$ cat src/rtl/seq_detect_pkg.sv
// Shared definitions for the 1011 sequence detectors.
// Contents:
//   state_t     - 3-bit detector state (IDLE .. SEQ_1011)
//   next_state  - pure next-state function, shared with the single-channel detector
package seq_detect_pkg;

    typedef enum logic [2:0] {
        IDLE     = 3'd0,
        SEQ_1    = 3'd1,
        SEQ_10   = 3'd2,
        SEQ_101  = 3'd3,
        SEQ_1011 = 3'd4
    } state_t;

    // Overlapping 1011 recogniser; unused encodings fall back to IDLE.
    function automatic state_t next_state(input state_t cur, input logic bit_in);
        state_t nxt;
        case (cur)
            IDLE:     nxt = bit_in ? SEQ_1    : IDLE;
            SEQ_1:    nxt = bit_in ? SEQ_1    : SEQ_10;
            SEQ_10:   nxt = bit_in ? SEQ_101  : IDLE;
            SEQ_101:  nxt = bit_in ? SEQ_1011 : SEQ_10;
            SEQ_1011: nxt = bit_in ? SEQ_1    : SEQ_10;
            default:  nxt = IDLE;
        endcase
        return nxt;
    endfunction

endpackage

$ cat src/rtl/seq_detect_sched_if.sv
// Request/detection bus between the serial front-ends and seq_detect_sched.
// Signals:
//   req_valid/req_bit  per-channel pending bit (front-end drives)
//   req_ready          one-hot grant (scheduler drives)
//   ch_clear           per-channel state/counter clear (front-end drives)
//   det_valid/det_ch   registered detection event (scheduler drives)
interface seq_detect_sched_if #(
    parameter int NUM_CH = 4,
    parameter int CH_W   = $clog2(NUM_CH)
);
    logic [NUM_CH-1:0] req_valid;
    logic [NUM_CH-1:0] req_bit;
    logic [NUM_CH-1:0] req_ready;
    logic [NUM_CH-1:0] ch_clear;
    logic              det_valid;
    logic [CH_W-1:0]   det_ch;

    modport master (
        output req_valid, req_bit, ch_clear,
        input  req_ready, det_valid, det_ch
    );

    modport slave (
        input  req_valid, req_bit, ch_clear,
        output req_ready, det_valid, det_ch
    );
endinterface

$ cat src/rtl/seq_detect_sched_rr_arbiter.sv
// Round-robin arbiter: grants the first eligible requester above the last
// granted index, wrapping from N-1 to 0.
// Ports:
//   clk, reset   clock, synchronous active-high reset (pointer -> N-1)
//   eligible     request vector already masked by the caller
//   advance      move the pointer to grant_idx at this edge
//   grant        one-hot grant (combinational)
//   grant_idx    encoded grant index (combinational)
module rr_arbiter #(
    parameter int N  = 4,
    parameter int IW = $clog2(N)
) (
    input  logic          clk,
    input  logic          reset,
    input  logic [N-1:0]  eligible,
    input  logic          advance,
    output logic [N-1:0]  grant,
    output logic [IW-1:0] grant_idx
);

    logic [IW-1:0] ptr_r;
    logic [IW:0]   cand_s;
    logic          found_s;

    // Scan ptr+1 .. ptr+N (modulo N) and take the first eligible requester.
    always_comb begin
        grant     = '0;
        grant_idx = '0;
        found_s   = 1'b0;
        cand_s    = '0;
        for (int k = 1; k <= N; k++) begin
            cand_s = {1'b0, ptr_r} + (IW+1)'(k);
            if (cand_s >= (IW+1)'(N)) begin
                cand_s = cand_s - (IW+1)'(N);
            end else begin
                cand_s = cand_s;
            end
            if (!found_s && eligible[cand_s[IW-1:0]]) begin
                found_s   = 1'b1;
                grant_idx = cand_s[IW-1:0];
            end else begin
                found_s   = found_s;
            end
        end
        grant[grant_idx] = found_s;
    end

    // Pointer register; N-1 after reset so that channel 0 is searched first.
    always_ff @(posedge clk) begin
        if (reset) begin
            ptr_r <= IW'(N - 1);
        end else if (advance) begin
            ptr_r <= grant_idx;
        end else begin
            ptr_r <= ptr_r;
        end
    end

endmodule

$ cat src/rtl/seq_detect_sched.sv
// Time-multiplexed 1011 detector: one next-state engine shared by NUM_CH
// serial channels, with a per-channel state file and saturating hit counters.
// Ports:
//   clk, reset  clock, synchronous active-high reset
//   bus         request/grant/detection interface (slave side)
//   cnt_sel     hit-counter read select
//   cnt_data    combinational read of counter cnt_sel (0 for unused selects)
module seq_detect_sched
    import seq_detect_pkg::*;
#(
    parameter int NUM_CH = 4,
    parameter int CH_W   = $clog2(NUM_CH),
    parameter int CNT_W  = 8
) (
    input  logic                clk,
    input  logic                reset,
    seq_detect_sched_if.slave   bus,
    input  logic [CH_W-1:0]     cnt_sel,
    output logic [CNT_W-1:0]    cnt_data
);

    localparam logic [CNT_W-1:0] CNT_MAX = {CNT_W{1'b1}};

    state_t            state_r [NUM_CH];
    logic [CNT_W-1:0]  cnt_r   [NUM_CH];
    logic              det_valid_r;
    logic [CH_W-1:0]   det_ch_r;

    logic [NUM_CH-1:0] eligible_s;
    logic [NUM_CH-1:0] grant_s;
    logic [CH_W-1:0]   gidx_s;
    logic              xfer_s;
    state_t            nxt_state_s;
    logic              hit_s;

    // Cleared channels sit out this cycle; nothing is granted during reset.
    assign eligible_s = bus.req_valid & ~bus.ch_clear & {NUM_CH{~reset}};
    assign xfer_s     = |grant_s;

    rr_arbiter #(
        .N  (NUM_CH),
        .IW (CH_W)
    ) u_arb (
        .clk       (clk),
        .reset     (reset),
        .eligible  (eligible_s),
        .advance   (xfer_s),
        .grant     (grant_s),
        .grant_idx (gidx_s)
    );

    // Shared engine: next state of the granted channel and its detection flag.
    always_comb begin
        nxt_state_s = next_state(state_r[gidx_s], bus.req_bit[gidx_s]);
        hit_s       = 1'b0;
        if (xfer_s && (nxt_state_s == SEQ_1011)) begin
            hit_s = 1'b1;
        end else begin
            hit_s = 1'b0;
        end
    end

    // State file and counters; a clear overrides any update on that channel.
    always_ff @(posedge clk) begin
        for (int i = 0; i < NUM_CH; i++) begin
            if (reset || bus.ch_clear[i]) begin
                state_r[i] <= IDLE;
                cnt_r[i]   <= '0;
            end else if (grant_s[i]) begin
                state_r[i] <= nxt_state_s;
                if (hit_s && (cnt_r[i] != CNT_MAX)) begin
                    cnt_r[i] <= cnt_r[i] + {{(CNT_W-1){1'b0}}, 1'b1};
                end else begin
                    cnt_r[i] <= cnt_r[i];
                end
            end else begin
                state_r[i] <= state_r[i];
                cnt_r[i]   <= cnt_r[i];
            end
        end
    end

    // Detection event register: one-cycle pulse tagged with the channel.
    always_ff @(posedge clk) begin
        if (reset) begin
            det_valid_r <= 1'b0;
            det_ch_r    <= '0;
        end else begin
            det_valid_r <= hit_s;
            det_ch_r    <= hit_s ? gidx_s : '0;
        end
    end

    // Counter read port; selects beyond NUM_CH-1 return zero.
    always_comb begin
        cnt_data = '0;
        if ({1'b0, cnt_sel} < (CH_W+1)'(NUM_CH)) begin
            cnt_data = cnt_r[cnt_sel];
        end else begin
            cnt_data = '0;
        end
    end

    assign bus.req_ready = grant_s;
    assign bus.det_valid = det_valid_r;
    assign bus.det_ch    = det_ch_r;

endmodule

$ cat src/flat_wrapper.sv
// flat-port wrapper written by rule: the top's interface ports become plain ports
module seq_detect_sched_flat import seq_detect_pkg::*;
#(
    parameter int NUM_CH = 4,
    parameter int CH_W   = $clog2(NUM_CH),
    parameter int CNT_W  = 8
)
  (clk, reset, cnt_sel, cnt_data, bus_req_valid, bus_req_bit, bus_ch_clear, bus_req_ready, bus_det_valid, bus_det_ch);
  seq_detect_sched_if #(.NUM_CH(NUM_CH), .CH_W(CH_W)) bus_i ();
  input  logic clk;
  input  logic reset;
  input  logic [CH_W-1:0] cnt_sel;
  output logic [CNT_W-1:0] cnt_data;
  input wire logic [$bits(bus_i.req_valid)-1:0] bus_req_valid;
  input wire logic [$bits(bus_i.req_bit)-1:0] bus_req_bit;
  input wire logic [$bits(bus_i.ch_clear)-1:0] bus_ch_clear;
  output wire logic [$bits(bus_i.req_ready)-1:0] bus_req_ready;
  output wire logic [$bits(bus_i.det_valid)-1:0] bus_det_valid;
  output wire logic [$bits(bus_i.det_ch)-1:0] bus_det_ch;
  assign bus_i.req_valid = bus_req_valid;
  assign bus_i.req_bit = bus_req_bit;
  assign bus_i.ch_clear = bus_ch_clear;
  assign bus_req_ready = bus_i.req_ready;
  assign bus_det_valid = bus_i.det_valid;
  assign bus_det_ch = bus_i.det_ch;
  seq_detect_sched #(.NUM_CH(NUM_CH), .CH_W(CH_W), .CNT_W(CNT_W)) u_core (.clk(clk), .reset(reset), .bus(bus_i), .cnt_sel(cnt_sel), .cnt_data(cnt_data));
endmodule
$ cat config.mk
export PLATFORM = sky130hd
export DESIGN_NAME = seq_detect_sched_flat
export DESIGN_NICKNAME = d
export VERILOG_FILES = /design/src/rtl/seq_detect_pkg.sv /design/src/rtl/seq_detect_sched_if.sv /design/src/rtl/seq_detect_sched_rr_arbiter.sv /design/src/rtl/seq_detect_sched.sv /design/src/flat_wrapper.sv
export SDC_FILE = /design/constraint.sdc
export NUM_CORES = 1
export LEC_CHECK = 0
export CORE_ASPECT_RATIO = 1.4
export CORE_MARGIN = 2
export CORE_UTILIZATION = 51
export DETAILED_ROUTE_END_ITERATION = 8
export PLACE_DENSITY = 0.76
export SETUP_SLACK_MARGIN = 0.2
export SLEW_MARGIN = 0
export SYNTH_ARGS = -nofsm -noshare
export SYNTH_HDL_FRONTEND = slang
export SYNTH_SLANG_ARGS = --single-unit
$ cat constraint.sdc
create_clock -name clk -period 3.3 [get_ports clk]
set_input_delay 0.495 -clock clk [delete_from_list [all_inputs] [get_ports clk]]
set_output_delay 0.495 -clock clk [all_outputs]
set_load 0.05 [all_outputs]
==> results.yml, run 1 <==
clock_tree:
  clock_latency_ns: 0.31
  clock_sinks: 49
  cts_tree: "yes"
  clk_pin_slew_ns: 0.09
  clockRootBuffer: "clkbuf_8"
  cts_buffers: 5
  htreeDepth: 2
  cts_buffer_depth: 2
  ctsHoldBuffers: 0
job:
  drv_cap: 0
synthesis:
  netlist_instances: 264
  yosysSeqAreaShare: 0.4737
  synth_top_area_share: 0.4404
  ys_seq_elements: 49
  syn_area_per_cell_um2: 11.37
  synthMostInstantiatedCell: "edfxtp_1"
  yosys.area.top_type: "edfxtp_1"
  synth_compound_area_frac: 0.09174
  synthSimpleGateAreaFrac: 0.2473
  ys_types: 45
  synth_edf_count: 44
  yosysWarnings: 0
  yosys_most_used_dff: "edfxtp_1"
  synth.area.mux_share: 0.06672
  syn_nets: 284
  ys_top_cells_by_area: "edfxtp_1 44%, nor3_2 8.0%, mux4_2 6.0%"
  async_flop_share: 0
  syn-cell-area_um2: 3000
  synth_top_family_by_area: "simple AND/OR/NAND/NOR gates"
  synthAdderAreaFrac: 0.02377
  synth_xor_area_frac: 0.06422
  synth_commonest_cells: "44 x edfxtp_1, 26 x nand2_1, 24 x nor3_2"
placement:
  place_area_um2: 3740
  place_inst: 394
  dpl.hpwl_um: 5477
  globalplace.congestion: 0.8730
  placement.io_buffers: 30
critical_path:
  r2r_cells: 7
  r2r-end: "u_core.cnt_r[0][4]$_SDFFCE_PN0P_"
  path_class: "input port to output port"
  worst-path-max-fanout: 7
  r2r-start: "u_core.u_arb.ptr_r[1]$_SDFFE_PP1P_"
  crit_arrival_ns: 2.53
  cp-end-kind: "output port"
  start_kind: "input port"
  reg2reg_slack_ns: 0.35
  required_ns: 2.80
cells_and_area:
  postLayoutCellArea_um2: 3955
  area_delta_synth_final_pct: 31.82
  regArea_um2: 1421
  final_cells: 407
  antenna_cells: 0
  nets: 356
  fillerInstances: 438
  multi_input_area_um2: 1573
  drive_above_1_share: 0.3294
timing:
  final-hold-violation-count: 0
  period_share: 0.9157
  max_freq_mhz: 330.9
  fin_skew_ns: 0.009259
  worst_pin_slew_ns: 0.4979
  setup_viol: 0
  rsz0062_at_grt: "false"
  min_period_ns: 3.022
  slew_headroom: 0.6670
  slew_violations: 0
  fin_hold_ws_ns: 0.6363
global_routing:
  antenna_found_initial: 0
  grt_max_degree: 17
  grt_pass1_wl_um: 11480
  grt_pass1_vias: 2359
  grt_use_total: 0.2431
  globalRouteOverflowTotal: 0
status:
  outcome: "finished clean"
drt:
  drc_errors: 0
  wl_per_cell_um: 17.97
  drtIter0Drc: 165
  wl_um: 7314
  vias: 2359
  drtPass1Iterations: 4
  post_drt_via_cell_ratio: 5.796
  ant_nets: 0
min_path:
  min_path_cells: 2
  min_from: "u_core.u_arb.ptr_r[0]$_SDFFE_PP1P_"
  min_to: "u_core.u_arb.ptr_r[0]$_SDFFE_PP1P_"
  min_path_type: "flop to flop"
power:
  powerDensity_nw_per_um2: 403.3
  power.leakage_nw: 1.478
  total_power_mw: 1.595
  ir_drop_mv: 0.3390
floorplan:
  boundaryPins: 31
  dieHeight_um: 94.76
  die_x_um: 68.83
  coreArea_um2: 5781
  initial_core_util: 0.5190
  rows: 33
  dieArea_um2: 6522
==> sequential cells by signal (all words and copies together), names as in the netlist <==
register / cells
u_core.bus.det_valid: 1
u_core.u_arb.ptr_r: 2
u_core.bus.det_ch: 2
u_core.state_r: 12
u_core.cnt_r: 32
==> critical path: stages <==
cell	delay, ns
clkdlybuf4s50_1	0.73
mux4_2	0.58
clkdlybuf4s50_1	0.72
==> through the flow <==
stage	utilization	setup slack, ns	setup TNS [ns]
6_report	0.6842	0.2783	0
5_1_grt	0.6842	0.1923	0
4_1_cts	0.6775	0.2012	0
3_5_place_dp	0.6470	-0.3267	-16.29
3_3_place_gp	0.6470	-0.2472	-11.98
2_1_floorplan	-	0.1442	0
==> layout make-up <==
cell class,instances,share of cell area
Inverter,8,0.007593
Clock buffer,5,0.01740
Tap cell,70,0.02214
Clock inverter,3,0.01740
Sequential cell,49,0.3594
Multi-Input combinational cell,197,0.3977
Timing Repair Buffer,75,0.1784
==> layer usage <==
metal | routed length [µm] | GRT usage | part of all wire
met5 | 0 | 0 | 0
met4 | 303 | 0.1258 | 0.041
met3 | 300 | 0.03814 | 0.041
met2 | 3879 | 0.4095 | 0.53
met1 | 2830 | 0.2934 | 0.39
==> worst max-delay path by stage <==
stage                     startpoint                          endpoint  slack (ns)  cells after the start
floorplan            bus_ch_clear[3]  u_core.cnt_r[0][0]$_SDFFCE_PN0P_        0.14                      9
global placement    bus_req_valid[3]  u_core.cnt_r[0][0]$_SDFFCE_PN0P_       -0.25                      9
detailed placement  bus_req_valid[3]  u_core.cnt_r[0][6]$_SDFFCE_PN0P_       -0.33                      9
CTS                 bus_req_valid[2]  u_core.cnt_r[0][7]$_SDFFCE_PN0P_        0.20                     10
global route        bus_req_valid[0]  u_core.cnt_r[0][0]$_SDFFCE_PN0P_        0.19                     10
finish                    cnt_sel[0]                       cnt_data[3]        0.28                      3
==> cells in the final DEF (no fill, tap or decap), types with 4 or more instances in the layout <==
cell type,Yosys,routed
a21oi_1,11,10
a31oi_1,4,4
xnor2_1,7,7
dlymetal6s2s_1,0,4
buf_12,0,6
clkbuf_8,0,5
buf_4,0,44
mux4_2,8,8
and2_1,4,4
edfxtp_1,44,44
nand2_1,26,26
inv_1,8,8
nand3_1,14,14
xor2_1,15,15
clkdlybuf4s50_1,0,17
dfxtp_1,5,5
nor2_1,22,22
nor3_2,24,24
and3_1,6,6
ha_1,4,4
==> report_power, final <==
group | internal, mW | leakage, nW | switching [mW]
Combinational | 0.152 | 0.878 | 0.180
Sequential | 0.710 | 0.532 | 0.0366
Clock | 0.305 | 0.0687 | 0.211
Total | 1.17 | 1.48 | 0.428
==> timing repair <==
action | CTS | global route
setup endpoints to repair | 59 | 62
pin swaps | 6 | 8
gates resized for setup | 8 | 11
setup buffers | 3 | 2
==> cells by family after synthesis <==
kind of cell,Yosys count
compound gates,37
xor+xnor,22
fa+ha+maj,6
buf+inv,18
flops,49
mux,10
simple gates,122
Note: power is estimated with default switching activity, not from simulation.
==> run 2: changes to the inputs <==
--- a/config.mk
+++ b/config.mk
@@ -5,6 +5,7 @@
 export SDC_FILE = /design/constraint.sdc
 export NUM_CORES = 1
 export LEC_CHECK = 0
+export CAP_MARGIN = 20
 export CORE_ASPECT_RATIO = 1.4
 export CORE_MARGIN = 2
 export CORE_UTILIZATION = 51
==> results of run 2 <==
Same layout as run 1: the final DEF is identical, and so are final timing and power.
